File: src/rtl/booth_div.sv
// Sequential radix-2 restoring divider on the shared 8-bit command bus.
// Divides operand magnitudes and then applies a sign correction. Quotient is left in Q, remainder in A.
module booth_div #(
    parameter int WIDTH  = 8,
    parameter bit SIGNED = 1'b1
) (
    input  logic             clk,
    input  logic             rst_n,
    input  logic [WIDTH-1:0] inbus,
    input  logic [2:0]       enable,
    output logic [WIDTH-1:0] outbus,
    output logic             busy,
    output logic             done,
    output logic             dbz,
    output logic             ovf
);

    localparam int CW = $clog2(WIDTH + 1);

    localparam logic [2:0] OP_INIT    = 3'b001;
    localparam logic [2:0] OP_LOAD_Q  = 3'b010;
    localparam logic [2:0] OP_LOAD_M  = 3'b011;
    localparam logic [2:0] OP_RUN     = 3'b100;
    localparam logic [2:0] OP_STORE_A = 3'b101;
    localparam logic [2:0] OP_STORE_Q = 3'b110;

    localparam logic [WIDTH-1:0] ZERO_W = {WIDTH{1'b0}};
    localparam logic [WIDTH-1:0] ONES_W = {WIDTH{1'b1}};
    localparam logic [WIDTH-1:0] ONE_W  = {{(WIDTH-1){1'b0}}, 1'b1};
    localparam logic [WIDTH-1:0] MSB_W  = {1'b1, {(WIDTH-1){1'b0}}};
    localparam logic [WIDTH:0]   ZERO_A = {(WIDTH+1){1'b0}};
    localparam logic [WIDTH:0]   ONE_A  = {{WIDTH{1'b0}}, 1'b1};
    localparam logic [CW-1:0]    ZERO_C = {CW{1'b0}};
    localparam logic [CW-1:0]    ONE_C  = {{(CW-1){1'b0}}, 1'b1};
    localparam logic [CW-1:0]    LAST_C = CW'(WIDTH - 1);

    typedef enum logic [1:0] {
        ST_IDLE = 2'b00,
        ST_CALC = 2'b01,
        ST_FIX  = 2'b10,
        ST_DONE = 2'b11
    } state_t;

    function automatic logic [WIDTH-1:0] neg_w(input logic [WIDTH-1:0] v);
        return ~v + ONE_W;
    endfunction

    function automatic logic [WIDTH:0] neg_a(input logic [WIDTH:0] v);
        return ~v + ONE_A;
    endfunction

    // The most-negative value maps onto itself, which reads correctly as 2^(WIDTH-1) unsigned.
    function automatic logic [WIDTH-1:0] mag_w(input logic [WIDTH-1:0] v, input logic s);
        return s ? neg_w(v) : v;
    endfunction

    state_t           state_r, state_s;
    logic [WIDTH:0]   a_r, a_s, a_sh_s, trial_s;
    logic [WIDTH-1:0] q_r, q_s, m_r, m_s, outbus_r, outbus_s;
    logic [CW-1:0]    count_r, count_s;
    logic             sq_r, sq_s, sm_r, sm_s, sq_cap_s, sm_cap_s, fit_s;
    logic             busy_r, busy_s, done_r, done_s, dbz_r, dbz_s, ovf_r, ovf_s;

    // State register
    always_ff @(posedge clk) begin
        if (!rst_n) begin
            state_r <= ST_IDLE;
        end else begin
            state_r <= state_s;
        end
    end

    // Next-state logic
    always_comb begin
        state_s = state_r;
        case (state_r)
            ST_IDLE, ST_DONE: begin
                if (enable == OP_INIT) begin
                    state_s = ST_IDLE;
                end else if (enable == OP_RUN) begin
                    state_s = (m_r == ZERO_W) ? ST_DONE : ST_CALC;
                end else begin
                    state_s = state_r;
                end
            end
            ST_CALC: begin
                if (count_r == LAST_C) begin
                    state_s = ST_FIX;
                end else begin
                    state_s = ST_CALC;
                end
            end
            ST_FIX:  state_s = ST_DONE;
            default: state_s = ST_IDLE;
        endcase
    end

    // One restoring step: shift {A,Q} left and try subtracting M
    always_comb begin
        a_sh_s   = {a_r[WIDTH-1:0], q_r[WIDTH-1]};
        trial_s  = a_sh_s - {1'b0, m_r};
        fit_s    = (a_sh_s >= {1'b0, m_r});
        sq_cap_s = SIGNED ? q_r[WIDTH-1] : 1'b0;
        sm_cap_s = SIGNED ? m_r[WIDTH-1] : 1'b0;
    end

    // Datapath and flag next values per state
    always_comb begin
        a_s      = a_r;
        q_s      = q_r;
        m_s      = m_r;
        count_s  = count_r;
        sq_s     = sq_r;
        sm_s     = sm_r;
        outbus_s = outbus_r;
        busy_s   = busy_r;
        done_s   = done_r;
        dbz_s    = dbz_r;
        ovf_s    = ovf_r;
        case (state_r)
            ST_IDLE, ST_DONE: begin
                case (enable)
                    OP_INIT: begin
                        a_s     = ZERO_A;
                        count_s = ZERO_C;
                        done_s  = 1'b0;
                        dbz_s   = 1'b0;
                        ovf_s   = 1'b0;
                    end
                    OP_LOAD_Q:  q_s = inbus;
                    OP_LOAD_M:  m_s = inbus;
                    OP_STORE_A: outbus_s = a_r[WIDTH-1:0];
                    OP_STORE_Q: outbus_s = q_r;
                    OP_RUN: begin
                        if (m_r == ZERO_W) begin
                            a_s    = {1'b0, q_r};
                            q_s    = ONES_W;
                            dbz_s  = 1'b1;
                            done_s = 1'b1;
                            ovf_s  = 1'b0;
                            busy_s = 1'b0;
                        end else begin
                            sq_s    = sq_cap_s;
                            sm_s    = sm_cap_s;
                            q_s     = mag_w(q_r, sq_cap_s);
                            m_s     = mag_w(m_r, sm_cap_s);
                            a_s     = ZERO_A;
                            count_s = ZERO_C;
                            done_s  = 1'b0;
                            dbz_s   = 1'b0;
                            ovf_s   = 1'b0;
                            busy_s  = 1'b1;
                        end
                    end
                    default: ;
                endcase
            end
            ST_CALC: begin
                a_s     = fit_s ? trial_s : a_sh_s;
                q_s     = {q_r[WIDTH-2:0], fit_s};
                count_s = count_r + ONE_C;
            end
            ST_FIX: begin
                if (SIGNED && (sq_r ^ sm_r)) begin
                    q_s = neg_w(q_r);
                end else begin
                    q_s = q_r;
                end
                // Remainder follows the dividend's sign
                if (SIGNED && sq_r) begin
                    a_s = neg_a(a_r);
                end else begin
                    a_s = a_r;
                end
                ovf_s  = SIGNED && !(sq_r ^ sm_r) && (q_r == MSB_W);
                busy_s = 1'b0;
                done_s = 1'b1;
            end
            default: ;
        endcase
    end

    // Datapath and output registers
    always_ff @(posedge clk) begin
        if (!rst_n) begin
            a_r      <= ZERO_A;
            q_r      <= ZERO_W;
            m_r      <= ZERO_W;
            count_r  <= ZERO_C;
            sq_r     <= 1'b0;
            sm_r     <= 1'b0;
            outbus_r <= ZERO_W;
            busy_r   <= 1'b0;
            done_r   <= 1'b0;
            dbz_r    <= 1'b0;
            ovf_r    <= 1'b0;
        end else begin
            a_r      <= a_s;
            q_r      <= q_s;
            m_r      <= m_s;
            count_r  <= count_s;
            sq_r     <= sq_s;
            sm_r     <= sm_s;
            outbus_r <= outbus_s;
            busy_r   <= busy_s;
            done_r   <= done_s;
            dbz_r    <= dbz_s;
            ovf_r    <= ovf_s;
        end
    end

    assign outbus = outbus_r;
    assign busy   = busy_r;
    assign done   = done_r;
    assign dbz    = dbz_r;
    assign ovf    = ovf_r;

endmodule

File: config.mk
export PLATFORM = sky130hd
export DESIGN_NAME = booth_div
export DESIGN_NICKNAME = d
export VERILOG_FILES = /design/src/rtl/booth_div.sv
export SDC_FILE = /design/constraint.sdc
export NUM_CORES = 1
export LEC_CHECK = 0
export CORE_UTILIZATION = 39
export DETAILED_ROUTE_END_ITERATION = 6
export SLEW_MARGIN = 20
export SYNTH_ARGS = -nofsm -noshare
export SYNTH_HDL_FRONTEND = slang
export SYNTH_SLANG_ARGS = --single-unit
export TNS_END_PERCENT = 30
File: constraint.sdc
create_clock -name clk -period 3 [get_ports clk]
set_input_delay 0.6 -clock clk [delete_from_list [all_inputs] [get_ports clk]]
set_output_delay 0.6 -clock clk [all_outputs]
set_load 0.01 [all_outputs]
== Word level (Yosys, flattened, before mapping) ==
Index checks and enable logic that the tools add are counted.
Word-level totals
  bits in registers: 45
  input bits: 13
  output and inout port bits: 12
Cells by class
  add/subtract/negate cells: 5
  order comparisons: 1
  equal/unequal tests: 21
  muxes and demuxes: 30
  bitwise operators: 5
  reductions and logical operators: 23
Operator list (number)
  $mux W8: 6
  $pmux W8 S2: 3
  $pmux W9 S3: 1
  $pmux W8 S3: 1
  $mux W9: 2
  $pmux W9 S2: 1
  $add A8 B1 Y8 const B: 2
  $not A8 Y8: 2
  $pmux W4 S2: 2
  $reduce_and A2 Y1: 7
  $ne A2 B2 Y1 const B: 6
  $reduce_and A3 Y1: 4
  $reduce_bool A2 Y1: 5
  $add A9 B1 Y9 const B: 1
  $eq A3 B3 Y1 const B: 3
  $ge A9 B8 Y1: 1
  $not A9 Y9: 1
  $sub A9 B8 Y9: 1
  $eq A8 B8 Y1 const B: 1
  $logic_not A8 Y1: 1
  $mux W2: 4
  $pmux W1 S2: 4
  $eq A3 B2 Y1 const B: 2
  $ne A3 B3 Y1 const B: 2
  17 further kinds: 22

== Depth between registers and ports, before layout ==
Gate-level depths: netlist of the first run.
  word-level depth: 6
  mapped depth: 10

== Worst setup path before layout of the first run ==
OpenSTA, ideal clock, no wires.
  path kind: flip-flop to flip-flop
  start point: register a_r[0]
  end point: register a_r[0]
  library setup time: 0.075 ns
  data arrival time: 2.094 ns
  required time: 2.925 ns
  slack: 0.831 ns
  stages on the path, launching flop included: 9
  buffers on the path: 1
  period minus slack after synthesis: 2.169 ns
  cell sequence: dfxtp_1 ha_1 nor2b_1 o21ai_0 a31oi_1 o32ai_1 buf_4 mux2_2 o22ai_1
Between the ends
  cells in the longest elaborated chain, start to end: 4
RTL lines
  start, declared: line 58  | logic [WIDTH:0] a_r, a_s, a_sh_s, trial_s;
  start signal, assigned: line 198  | a_r <= a_s;
  $not A9 Y9: line 49  | return ~v + ONE_A;
  $add A9 B1 Y9: line 49
  $mux W9: line 170  | if (SIGNED && sq_r) begin
  $pmux W9 S3 (*): line 120  | case (state_r)
Every way passes the cells marked *; elsewhere a longest branch is shown, timed or not. The select of a mux whose other input is x is not followed.
A chain may end at the register's enable or synchronous reset.

== Worst setup path after layout of the first run ==
  start point: register m_r[1]
  end point: register a_r[1]
Between the ends
  cells in the longest elaborated chain, start to end: 4
RTL lines
  start, declared: line 59  | logic [WIDTH-1:0] q_r, q_s, m_r, m_s, outbus_r, outbus_s;
  start signal, assigned: line 200  | m_r <= m_s;
  branches (longest 3 deep; another with $sub A9 B8 Y9)
  $pmux W9 S3 (*): line 120
Every way passes the cells marked *. The select of a mux whose other input is x is not followed.

==> results of run 1 <==
## worst paths after layout
check | endpoint | slack, ns
worst max-delay path | a_r[1]$_SDFFE_PN0P_ | 0.46
worst min-delay path | ovf$_SDFFE_PN0P_ | 0.46
worst max register to register | a_r[1]$_SDFFE_PN0P_ | 0.46
worst min register to register | ovf$_SDFFE_PN0P_ | 0.46
## area by class of cell
class	instances	area, um^2
Clock buffer	6	82.6
Clock inverter	2	15.0
Fill cell	804	4110
Inverter	21	78.8
Multi-Input combinational cell	330	2120
Sequential cell	44	881
Tap cell	102	128
Timing Repair Buffer	49	428
## logic make-up (layout without fill, tap and decap cells)
kind of cell | Yosys count | in the layout
mux | 12 | 12
flops | 44 | 44
buf+inv | 47 | 78
xor+xnor | 10 | 10
compound gates | 135 | 135
fa+ha+maj | 16 | 16
simple gates | 157 | 157
## critical path, stage by stage, from the launching register on
cell and delay, ns:
dfxtp_1 0.32, inv_1 0.15, ha_1 0.22, or3b_1 0.50
nor3_4 0.31, and2b_1 0.40, a221oi_2 0.14, a221oi_1 0.26
a21boi_1 0.19
## power by group
part	leakage, nW	switching (mW)	total, mW	internal (mW)
registers	0.359	0.216	0.933	0.718
logic	1.00	1.33	2.35	1.01
clock network	0.0434	0.229	0.416	0.187
## layout by cell type (no fill, tap or decap), drive strengths merged, types with 5 or more instances in the layout
cell | netlist | layout
xnor2 | 7 | 7
clkdlybuf4s50 | 0 | 24
nor2b | 5 | 5
o22ai | 5 | 5
o31a | 6 | 6
nand3 | 13 | 13
o32ai | 5 | 5
a21oi | 40 | 40
nor3b | 5 | 5
nor2 | 48 | 48
mux2i | 10 | 10
nand2 | 42 | 42
buf | 9 | 25
inv | 20 | 20
o21ai | 24 | 24
nand2b | 5 | 5
clkbuf | 17 | 6
or3 | 8 | 8
ha | 15 | 15
a221oi | 8 | 8
nor3 | 10 | 10
dfxtp | 44 | 44
a31oi | 6 | 6
a22oi | 7 | 7
## flip-flops by register name (all words and copies together) (netlist names)
name,count
outbus,8
q_r,8
busy,1
dbz,1
sq_r,1
ovf,1
sm_r,1
a_r,8
count_r,4
done,1
state_r,2
m_r,8
## metal layers
layer	global-route usage	routed length, um
met1	0.332	4500
met2	0.344	4120
met3	0.0435	641
met4	0.0513	110
met5	0	0
## per-stage QoR
stage	cells	area, um^2	hold WS, ns
finish	554	3740	0.456
global route	554	3740	0.505
CTS	554	3740	0.458
detailed placement	546	3640	0.443
global placement	546	3640	0.441
floorplan	421	3220	0.462
==> impl_summary.log, run 1 <==
[metrics] Relative slew margins: 0.556
[metrics] Total Wirelength: 9370 um
[metrics] violation count after the first detailed-route iteration: 267
[metrics] post-layout utilization of the core: 0.476
[metrics] final worst slack: 0.464 ns
[metrics] clock tree buffer depth: 2
[metrics] peak fanout along the critical path: 9
[metrics] number of global-route vias before repair: ~2900
[metrics] number of DRC violations after detailed routing: 0
[metrics] CTS root buf: clkbuf_8
[metrics] number of buffers added by the clock tree synthesis step: 5
[metrics] final critical-path required period: 2.54 ns
[metrics] Max Cap Violations: 0
[metrics] Detailed Place HPWL: 7200 um
[metrics] average routed wire per standard cell: 16.9 um
[metrics] number of cells traversed by the worst register-to-register path: 8
[metrics] Compound-Gate Fraction of Synth Area: 0.282
[metrics] post-synthesis instance area: 0.00322 mm^2
[metrics] register clock-pin slew on the reported worst setup and hold paths: 0.10 ns
[metrics] EDFF count, synth: 0
[metrics] chip height: 92.8 um
[metrics] Post-Place Worst Slack: 0.262 ns
[metrics] post-synth top area cell: dfxtp_1
[metrics] Critical Path End Type: register
[metrics] TritonCTS clock tree: done
[metrics] final net count: 480
[metrics] cts repair resizes: 0
[metrics] main combinational cell family by area after synthesis: compound AO/OA/AOI/OAI gates
[metrics] Synth Net Count: 450
[metrics] category of the worst setup path launch point: register
[metrics] first-pass GRT wire length: 15200 um
[metrics] total leakage power: 1.40 nW
[metrics] data required time at the worst endpoint: 3.25 ns
[metrics] Period Utilization, post-route: 0.845
[metrics] power after layout: between 3 and 4 mW
[metrics] final count of hold timing violations: 0
[metrics] Gate Count Post-Synth: 421
[metrics] Worst Hold Class: reg2reg
[metrics] depth of the CTS H-tree: 2
[metrics] post-route antenna net violation count: 0
[metrics] die area: about 0.0086 mm^2
[metrics] core area: slightly below 0.008 mm^2
[metrics] final worst clock skew: 0.0200 ns
[metrics] total track usage: 0.228
[metrics] kind of critical path: reg2reg
[metrics] layout-stage area growth over the synthesis result: 16.2%
[metrics] Max Fclk: a little under 0.4 GHz
[metrics] critical path arrival: 2.79 ns
[metrics] number of warnings printed during yosys synthesis: 0
[metrics] Crit Reg-Reg Startpoint: m_r[1]$_SDFFE_PN0P_
[metrics] average footprint of a synthesized cell: 7.64 um^2
[metrics] most frequently used cell type in the post-synthesis netlist: nor2_1
[metrics] worst setup path startpoint: m_r[1]$_SDFFE_PN0P_
[metrics] count of port buffers added during placement: 24
[metrics] number of synthesized register bits: 44
[metrics] number of buffers inserted by hold repair at cts: 0
[metrics] top area cells in the synthesized netlist: dfxtp_1 (27%), a21oi_1 (6.2%), ha_1 (5.8%)
[metrics] post-synthesis share of cell area spent on xor and xnor gates: 0.0272
[metrics] number of library cell types mapped by synthesis: 71
[metrics] count of standard-cell rows: 32
[metrics] area share of the leading cell type in the synthesized netlist: 0.274
[metrics] launch instance of the worst min-delay path: ovf$_SDFFE_PN0P_
[metrics] sequential cell area fraction in the yosys report: 0.274
[metrics] slew at the pin closest to its max-slew limit: around 0.67 ns
[metrics] CTS sink count: between 40 and 50
[metrics] number of antenna violations at the first check in global routing: 0
[metrics] final count of pins violating max slew: 0
[metrics] die width: 92.8 um
[metrics] fraction of layout instances using a drive strength above 1: 0.108
[metrics] Clk Latency, worst-skew pair: 0.32 ns
[metrics] status: complete, no violations
[metrics] fraction of synthesized area in multiplexers: 0.0381
[metrics] cell depth of the worst hold path: 2
[metrics] average via count per standard cell: 5.83
[metrics] Setup Buffers After CTS: 0
[metrics] peak ir drop on the vdd network: between 0.5 and 0.6 mV
[metrics] top flip-flop cell by instance count after synthesis: dfxtp_1
[metrics] weighted congestion reported at the end of routability-driven placement: 0.928
[metrics] unrepaired setup endpoints after global routing: no
[metrics] total vias in the final route: 3228
[metrics] number of failing setup endpoints in the final timing report: 0
[metrics] share of synthesized cell area in full adder, half adder and majority cells: 0.0646
[metrics] most used standard cells in the synthesized netlist: nor2_1 (47), dfxtp_1 (44), nand2_1 (42)
[metrics] share of flip-flops with an asynchronous set or reset after synthesis: 0
[metrics] area fraction in and, or, nand and nor cells after synthesis: 0.249
[metrics] total grt overflow: 0
[metrics] number of placed I/O pins: 25
[metrics] antenna cells: 0
[metrics] starting density of the core: 0.410
[metrics] power density of the placed cells: 989 mW/mm^2
[metrics] drt pass-1 iters: 4
[metrics] largest net degree at the start of global routing: 21
[metrics] setup TNS after final layout: 0 ns
No activity file was read; power rests on OpenSTA's default activity.
==> run 2, diff against run 1 <==
==> constraint.sdc (replaced) <==
create_clock -name clk -period 2.4 [get_ports clk]
set_input_delay 0.48 -clock clk [delete_from_list [all_inputs] [get_ports clk]]
set_output_delay 0.48 -clock clk [all_outputs]
set_load 0.01 [all_outputs]
==> run 2 against run 1 <==
  * Sequential share of layout area fell by 1.6 points
  * Clock power rose by 57%
  * Die area did not move
  * Critical path type unchanged
  * Register-to-register slack got worse by 0.34 ns
  * Largest cell class unchanged
  * Largest power group unchanged
  * Global-route usage rose by 0.98 points
  * Critical path depth rose by 1
==> impl_summary.log, run 2 (synthesis gave the netlist of run 1 again) <==
[metrics] die width: 92.8 um (unchanged)
[metrics] Max Fclk: 0.439 GHz (was 0.394 GHz)
[metrics] final count of pins violating max slew: 0 (unchanged)
[metrics] clock network power share: 0.127 (was 0.113)
[metrics] die area: 0.00861 mm^2 (unchanged)
[metrics] power density of the placed cells: 1280 mW/mm^2 (was 989 mW/mm^2)
[metrics] total grt overflow: 0 (unchanged)
[metrics] number of failing setup endpoints in the final timing report: 0 (unchanged)
[metrics] Sw Pwr: 2.32 mW (was 1.78 mW)
[metrics] peak fanout along the critical path: 6 (was 9)
[metrics] Detailed Place HPWL: 7260 um (was 7200 um)
[metrics] total leakage power: 1.57 nW (was 1.40 nW)
[metrics] starting density of the core: 0.410 (unchanged)
[metrics] share of total power in sequential cells: 0.217 (was 0.252)
[metrics] antenna cells: 0 (unchanged)
[metrics] final worst slack: 0.123 ns (was 0.464 ns)
[metrics] series of cell instances along the critical path: inv_1, ha_1, or3b_4, nor3_4, and2b_2, buf_4, a221oi_1, o31a_1, o32ai_1 (was inv_1, ha_1, or3b_1, nor3_4, and2b_1, a221oi_2, a221oi_1, a21boi_1)
[metrics] first-pass GRT wire length: 16000 um (was 15200 um)
[metrics] cell area after placement: 0.00385 mm^2 (was 0.00364 mm^2)
[metrics] Total Wirelength: 9860 um (was 9370 um)
[metrics] Crit Reg-Reg Startpoint: m_r[1]$_SDFFE_PN0P_ (unchanged)
[metrics] data required time at the worst endpoint: 2.62 ns (was 3.25 ns)
[metrics] count of standard-cell rows: 32 (unchanged)
[metrics] internal cell power: 2.82 mW (was 1.92 mW)
[metrics] combined buffer and inverter count along the critical path: 2 (was 1)
[metrics] critical path arrival: 2.50 ns (was 2.79 ns)
[metrics] kind of critical path: reg2reg (unchanged)
[metrics] CTS sink count: 44 (unchanged)
[metrics] weighted congestion reported at the end of routability-driven placement: 0.871 (was 0.928)
[metrics] TritonCTS clock tree: done (unchanged)
[metrics] CP delay by family, top: simple AND/OR/NAND/NOR gates (unchanged)
[metrics] number of placed I/O pins: 25 (unchanged)
[metrics] CTS root buf: clkbuf_8 (unchanged)
[metrics] number of global-route vias before repair: 3125 (was 2943)
[metrics] largest net degree at the start of global routing: 37 (was 21)
[metrics] Worst Hold Class: reg2reg (unchanged)
[metrics] Filler Cells Inserted: 772 (was 804)
[metrics] worst setup path endpoint: q_r[6]$_SDFFE_PN0P_ (was a_r[1]$_SDFFE_PN0P_)
[metrics] RR Endpoint: q_r[6]$_SDFFE_PN0P_ (was a_r[1]$_SDFFE_PN0P_)
[metrics] total vias in the final route: 3353 (was 3228)
[metrics] depth of the CTS H-tree: 2 (unchanged)
[metrics] final critical-path required period: 2.28 ns (was 2.54 ns)
[metrics] average routed wire per standard cell: 17.0 um (was 16.9 um)
[metrics] leading cell types in the layout, fill and taps excluded: buf_4 (51), nor2_1 (47), nand2_1 (42) (was nor2_1 (47), dfxtp_1 (44), nand2_1 (42))
[metrics] Critical Path End Type: register (unchanged)
[metrics] critical path's largest stage delay: 0.45 ns (was 0.50 ns)
[metrics] status: complete, no violations (unchanged)
[metrics] Period Utilization, post-route: 0.949 (was 0.845)
[metrics] most frequent standard cell in the layout excluding fill and tap cells: buf_4 (was nor2_1)
[metrics] final std cells w/o fill: 581 (was 554)
[metrics] average via count per standard cell: 5.77 (was 5.83)
[metrics] register clock-pin slew on the reported worst setup and hold paths: 0.10 ns (about the same)
[metrics] number of buffers added by the clock tree synthesis step: 5 (unchanged)
[metrics] total track usage: 0.238 (was 0.228)
[metrics] Clk Latency, worst-skew pair: 0.31 ns (was 0.32 ns)
[metrics] category of the worst setup path launch point: register (unchanged)
[metrics] slew at the pin closest to its max-slew limit: 0.460 ns (was 0.667 ns)
[metrics] peak ir drop on the vdd network: 0.523 mV (was 0.554 mV)
[metrics] violation count after the first detailed-route iteration: 296 (was 267)
[metrics] Relative slew margins: 0.692 (was 0.556)
[metrics] layout-stage area growth over the synthesis result: 25.0% (was 16.2%)
[metrics] count of port buffers added during placement: 24 (unchanged)
[metrics] Crit. path cell count: 9 (was 8)
[metrics] number of antenna violations at the first check in global routing: 0 (unchanged)
[metrics] worst setup path startpoint: m_r[1]$_SDFFE_PN0P_ (unchanged)
[metrics] clock tree buffer depth: 2 (unchanged)
[metrics] cell type of the slowest stage on the worst timing path: or3b_4 (was or3b_1)
[metrics] final worst clock skew: 0.0164 ns (was 0.0200 ns)
[metrics] area of all placed cells without fillers: 0.00402 mm^2 (was 0.00374 mm^2)
[metrics] chip height: 92.8 um (unchanged)
[metrics] fraction of power consumed by combinational cells: 0.656 (was 0.635)
[metrics] Post-Place Worst Slack: -0.125 ns (was 0.262 ns)
[metrics] number of instances in the placed design: 572 (was 546)
[metrics] number of DRC violations after detailed routing: 0 (unchanged)
[metrics] fraction of layout instances using a drive strength above 1: 0.175 (was 0.108)
[metrics] share of total power consumed by net switching: 0.451 (was 0.481)
[metrics] final net count: 507 (was 480)
[metrics] post-route antenna net violation count: 0 (unchanged)
[metrics] Max Cap Violations: 0 (unchanged)
[metrics] core area: 0.00785 mm^2 (unchanged)
[metrics] drt pass-1 iters: 5 (was 4)
[metrics] final count of hold timing violations: 0 (unchanged)
[metrics] setup TNS after final layout: 0 ns (unchanged)
[metrics] FF-to-FF setup slack: 0.12 ns (was 0.46 ns)
[metrics] number of cells traversed by the worst register-to-register path: 9 (was 8)
## run 2: cell count changes in the layout (fill, tap and decap cells not counted), sizes merged
cell,delta
clkbuf,+1
buf,+27
clkinvlp,-2
bufinv,+1
## run 2: timing repair
item,4_1_cts,5_1_grt
buffers inserted,0,1
hold buffers,0,0
resized for setup,1,8
gates cloned,0,0
endpoints found under the setup margin,2,13
pin swaps,0,1
## run 2: worst min-delay path, stage by stage (launching register included)
cell     delay, ns
dfxtp_1       0.33
nand2_1       0.05
a21oi_1       0.05
## run 2: final cells by class
type                    count  area (um^2)  area share
clock buffers               7         96.3      0.0240
clock inverters             1         30.0     0.00747
multi-input cells         330         2160       0.537
inverters                  21         78.8      0.0196
well taps                 102          128      0.0318
flip-flops and latches     44          885       0.220
repair buffers             76          643       0.160
## run 2: per-stage QoR
stage	power [mW]	hold slack, ns	util
floorplan	3.33	0.462	-
global placement	4.35	0.443	0.490
detailed placement	4.37	0.448	0.490
CTS	5.04	0.462	0.507
global route	5.54	0.482	0.512
finish	5.14	0.462	0.512
## run 2: how the worst min path moves through the flow
stage                             end               from  slack [ns]  cells after the start
global placement     ovf$_SDFFE_PN0P_   ovf$_SDFFE_PN0P_        0.44                      2
detailed placement   ovf$_SDFFE_PN0P_   ovf$_SDFFE_PN0P_        0.45                      2
finish               ovf$_SDFFE_PN0P_   ovf$_SDFFE_PN0P_        0.46                      2
global route         ovf$_SDFFE_PN0P_   ovf$_SDFFE_PN0P_        0.48                      2
CTS                  ovf$_SDFFE_PN0P_   ovf$_SDFFE_PN0P_        0.46                      2
floorplan           sm_r$_SDFFE_PN0P_  sm_r$_SDFFE_PN0P_        0.46                      2
## run 2: layer usage
metal / vias up / GRT usage / wire length (um)
li1: 1651 / - / -
met1: 1561 / 0.354 / 4800
met2: 124 / 0.344 / 4270
met3: 17 / 0.0361 / 586
met4: 0 / 0.0769 / 211
met5: - / 0 / 0
## run 2: power groups by stage
stage                     clock network [mW]  logic (mW)  registers (mW)
after floorplan                            0        2.25            1.08
after global placement                     0        3.24            1.11
after detailed placement                   0        3.26            1.11
after CTS                              0.659        3.28            1.10
after global routing                   0.691        3.71            1.14
final                                  0.654        3.37            1.11
